--- config.mk ---
export PLATFORM = sky130hd
export DESIGN_NAME = ysyx_25040111_mem_arbiter
export DESIGN_NICKNAME = d
export VERILOG_FILES = /design/src/rtl/ysyx_25040111_mem_arbiter.sv
export SDC_FILE = /design/constraint.sdc
export NUM_CORES = 1
export LEC_CHECK = 0
export BUFFER_PORTS_ARGS = -buffer_cell sky130_fd_sc_hd__buf_2
export CORE_MARGIN = 5
export CORE_UTILIZATION = 40
export CTS_BUF_LIST = sky130_fd_sc_hd__clkbuf_2 sky130_fd_sc_hd__clkbuf_4 sky130_fd_sc_hd__clkbuf_8
export DETAILED_ROUTE_END_ITERATION = 12
export PLACE_DENSITY_LB_ADDON = 0.3
export SYNTH_ARGS = -nofsm -noshare
export SYNTH_HDL_FRONTEND = slang
export SYNTH_SLANG_ARGS = --single-unit
--- constraint.sdc ---
create_clock -name clock -period 2.3 [get_ports clock]
set_input_delay 0.115 -clock clock [delete_from_list [all_inputs] [get_ports clock]]
set_output_delay 0.115 -clock clock [all_outputs]
set_load 0.05 [all_outputs]
--- src/rtl/ysyx_25040111_mem_arbiter.sv ---
// Two-master (icache refill / LSU) arbiter onto a single downstream memory port.
// Round-robin on ties; one transaction in flight; at least one idle cycle between transactions.
module ysyx_25040111_mem_arbiter #(
   parameter int ADDR_W = 32,
   parameter int DATA_W = 32
) (
   input  logic              clock,
   input  logic              reset,
   // icache refill master
   input  logic              if_req,
   input  logic [ADDR_W-1:0] if_addr,
   input  logic [7:0]        if_len,
   input  logic              if_burst,
   output logic [DATA_W-1:0] if_rdata,
   output logic              if_rvalid,
   output logic              if_done,
   // load/store master
   input  logic              ls_req,
   input  logic              ls_wen,
   input  logic [ADDR_W-1:0] ls_addr,
   input  logic [DATA_W-1:0] ls_wdata,
   input  logic [3:0]        ls_wstrb,
   input  logic [2:0]        ls_size,
   output logic [DATA_W-1:0] ls_rdata,
   output logic              ls_done,
   // downstream port; m_valid/m_ready is a plain valid/ready handshake: the request
   // fields are held stable from m_valid rising until the cycle where both are high
   output logic              m_valid,
   input  logic              m_ready,
   output logic              m_wen,
   output logic [ADDR_W-1:0] m_addr,
   output logic [DATA_W-1:0] m_wdata,
   output logic [3:0]        m_wstrb,
   output logic [2:0]        m_size,
   output logic [7:0]        m_len,
   output logic              m_burst,
   input  logic              m_rvalid,
   input  logic              m_rlast,
   input  logic [DATA_W-1:0] m_rdata,
   input  logic              m_bvalid,
   input  logic [1:0]        m_resp,
   output logic              err
);

   typedef enum logic [1:0] {IDLE, REQ, RDATA, WRESP} state_t;

   state_t     state;
   logic       gnt_ls;    // current owner: 1 = LSU, 0 = IF
   logic       last_ls;   // most recent grant, for round-robin ties
   logic       cooldown;  // forces the idle cycle after each completion
   logic [7:0] beat_cnt;
   logic       pick_ls;
   logic       if_beat;
   logic       cnt_hit;

   assign pick_ls = ls_req && (!if_req || !last_ls);

   // Refill beats bypass registers so the icache sees data with zero added latency.
   assign if_beat   = (state == RDATA) && !gnt_ls && m_rvalid;
   assign cnt_hit   = (beat_cnt == m_len);
   assign if_rvalid = if_beat;
   assign if_rdata  = m_rdata;
   assign if_done   = if_beat && (m_rlast || cnt_hit);

   always_ff @(posedge clock) begin
      if (reset) begin
         state    <= IDLE;
         gnt_ls   <= 1'b0;
         last_ls  <= 1'b0;
         cooldown <= 1'b0;
         beat_cnt <= 8'd0;
         m_valid  <= 1'b0;
         m_wen    <= 1'b0;
         m_addr   <= '0;
         m_wdata  <= '0;
         m_wstrb  <= 4'd0;
         m_size   <= 3'd0;
         m_len    <= 8'd0;
         m_burst  <= 1'b0;
         ls_rdata <= '0;
         ls_done  <= 1'b0;
         err      <= 1'b0;
      end else begin
         ls_done <= 1'b0;
         case (state)
            IDLE: begin
               if (cooldown) begin
                  cooldown <= 1'b0;
               end else if (if_req || ls_req) begin
                  gnt_ls   <= pick_ls;
                  last_ls  <= pick_ls;
                  m_valid  <= 1'b1;
                  beat_cnt <= 8'd0;
                  state    <= REQ;
                  if (pick_ls) begin
                     m_wen   <= ls_wen;
                     m_addr  <= ls_addr;
                     m_wdata <= ls_wdata;
                     m_wstrb <= ls_wstrb;
                     m_size  <= ls_size;
                     m_len   <= 8'd0;
                     m_burst <= 1'b0;
                  end else begin
                     m_wen   <= 1'b0;
                     m_addr  <= if_addr;
                     m_wdata <= '0;
                     m_wstrb <= 4'd0;
                     m_size  <= 3'b010;
                     m_len   <= if_len;
                     m_burst <= if_burst;
                  end
               end
            end
            REQ: begin
               if (m_ready) begin
                  m_valid <= 1'b0;
                  state   <= m_wen ? WRESP : RDATA;
               end
            end
            RDATA: begin
               if (m_rvalid) begin
                  if (m_resp != 2'b00) err <= 1'b1;
                  if (gnt_ls) begin
                     ls_rdata <= m_rdata;
                     ls_done  <= 1'b1;
                     state    <= IDLE;
                     cooldown <= 1'b1;
                  end else begin
                     beat_cnt <= beat_cnt + 8'd1;
                     if (m_rlast || cnt_hit) begin
                        // Running out of beats without rlast is a protocol error.
                        if (!m_rlast) err <= 1'b1;
                        state    <= IDLE;
                        cooldown <= 1'b1;
                     end
                  end
               end
            end
            WRESP: begin
               if (m_bvalid) begin
                  if (m_resp != 2'b00) err <= 1'b1;
                  ls_done  <= 1'b1;
                  state    <= IDLE;
                  cooldown <= 1'b1;
               end
            end
            default: state <= IDLE;
         endcase
      end
   end

endmodule

==> reports/results.tsv <==
metric	value	unit
place_congestion	0.777	
p_total	6580	uW
synth-edff-count	0	
ant_nets	0	
crit_arrival	2.55	ns
setup_viol	0	
nNetsFinal	1228	
overflow	0	
syn_to_final_growth	62.7	%
grt_max_degree	68	
vias	6335	
clkSinkCount	128	
layout_commonest_cell	buf_2	
vias_per_cell	5.01	
cts_tree	built	
fin_ws	0.121	ns
stdcell_count	1265	
boundaryPins	305	
rsz0062_at_grt	no	
timing.slew.headroom	0.632	
cap_viol_max_count	0	
grt_use_met2	0.410	
crit_path_end_kind	flip-flop	
grt_most_used_layer	met2	
drtIter0Drc	406	
drive_gt1_frac	0.333	
ys_dominant_reg_cell	dfxtp_1	
dpl.hpwl	11700	um
grt_util_met1	0.259	
first_pass_iters	5	
met3_usage	0.0763	
worst_hold_path_type	in2reg	
start_util	0.406	
syn_nets	830	
rows	42	
io_buffers	304	
syn_inst	674	
post-route-min-period	2.18	ns
finalCritPeriodShare	0.947	
die_x	125	um
cts_made_buffers	17	
clk_pin_slew	0.07	ns
wl_per_cell	15.9	um
slew_violations	0	
routed_wl	20100	um
dp_cells	1079	
ir_drop	0.000580	V
crit_required	2.67	ns
cts_max_level	4	
clk_path_buf_depth	2	
synthArstFlopShare	0	
netlist_area	5330	um2
grt_first_pass_wirelength	30700	um
ys_types	39	
fmaxAchievable	459	MHz
startpoint_type	flip-flop	
dpl_worst_slack	0.656	ns
core-area	13100	um2
grt_pass1_vias	6257	
mostFrequentLayoutCells	buf_2 (303), nand2_1 (187), dlygate4sd3_1 (145)	
hold_viol	0	
p_leak	0.00404	uW
finish.instance_area	8670	um2
die_h	125	um
ys_warn_count	0	
worst_skew_pair.late_latency	0.44	ns
fin_setup_tns	0	ns
path_class	reg2reg	
ys_ff_latch	128	
syn_area_per_cell	7.91	um2
cts_root_buf	clkbuf_8	
grt_use_total	0.238	
power-per-cell-area	759	nW/um2
dieArea	15700	um2
tightestPinTransition	0.551	ns
crit_fanout	42	
place_area	6730	um2
drc	0	
skew	0.00707	ns
status	finished clean	
yosysSeqAreaShare	0.481	
antenna_found_initial	4	
area by class of cell:
class	count	area (um2)
Antenna cell	4	10.0
Tap cell	176	220
Clock inverter	12	116
Clock buffer	20	269
Timing Repair Buffer	464	3190
Sequential cell	128	2560
Multi-Input combinational cell	459	2290
Fill cell	1057	4470
Inverter	2	7.51
sequential cells by signal, indices dropped and copies added (netlist names):
signal,cells
m_wdata,32
m_burst,1
m_addr,32
err,1
m_wen,1
last_ls,1
m_wstrb,4
m_valid,1
state,2
beat_cnt,8
m_size,3
cooldown,1
ls_rdata,32
ls_done,1
m_len,8
routing by layer:
| metal | part of all wire | wire length (um) |
|---|---|---|
| met1 | 0.39 | 7800 |
| met3 | 0.082 | 1640 |
| met5 | 0 | 0 |
| met2 | 0.48 | 9740 |
| met4 | 0.045 | 907 |
cells by family after synthesis:
family,share of synthesized area
buf+inv,0.0915
xor+xnor,0.0131
simple gates,0.239
compound gates,0.173
flops,0.481
fa+ha+maj,0.00235
power breakdown:
| group | internal (uW) | leakage (uW) | switching, uW | total [uW] |
|---|---|---|---|---|
| clock network | 1020 | 0.000205 | 882 | 1900 |
| logic | 754 | 0.00279 | 1410 | 2170 |
| registers | 2400 | 0.00105 | 118 | 2520 |
| total | 4170 | 0.00404 | 2410 | 6580 |
synth_stat cells (2+ instances only):
cell,instances,area (um2)
o211ai_1,3,22.5
a22oi_1,2,15.0
nand2_1,188,706
a21oi_1,92,460
inv_1,2,7.51
buf_4,34,255
nor2_1,39,146
o21ai_0,5,25.0
nand3_1,49,245
nor3_1,5,25.0
dfxtp_1,128,2560
nor4_1,2,12.5
xor2_1,8,70.1
or3_1,3,18.8
clkbuf_1,28,105
buf_2,21,105
nand4b_1,2,17.5
o21a_1,2,15.0
nand4_1,2,12.5
a311oi_1,32,280
o31ai_1,4,30.0
and2_1,2,12.5
or4_1,4,30.0
nor2b_1,2,12.5
metrics by stage:
stage	hold WS (ns)	util
6_report	0.0382	0.660
4_1_cts	0.00279	0.652
3_3_place_gp	0.368	0.512
3_5_place_dp	0.372	0.512
5_1_grt	0.0242	0.660
2_1_floorplan	0.251	-
critical path, cell delays in order, from the launching register on:
cell           delay (ns)
dfxtp_1              0.52
nand2_1              0.10
nand2_1              0.10
buf_6                0.30
nand2_1              0.11
a311oi_1             0.32
dlygate4sd3_1        0.63
worst paths after layout:
kind	cells after the start	from	endpoint	slack [ns]
hold reg to reg	2	m_wdata[24]	m_wdata[24]	0.45
setup / recovery	6	last_ls	m_addr[18]	0.12
setup reg to reg	6	last_ls	m_addr[18]	0.12
hold / removal	4	m_rlast	err	0.04
timing repair:
action                                  in CTS  in global routing
endpoints found under the setup margin       0                 29
buffers inserted                             0                  2
resized for setup                            0                  3
hold endpoints to repair                   113                  0
hold buffers                               145                  0
(Power assumes the default switching activity.)
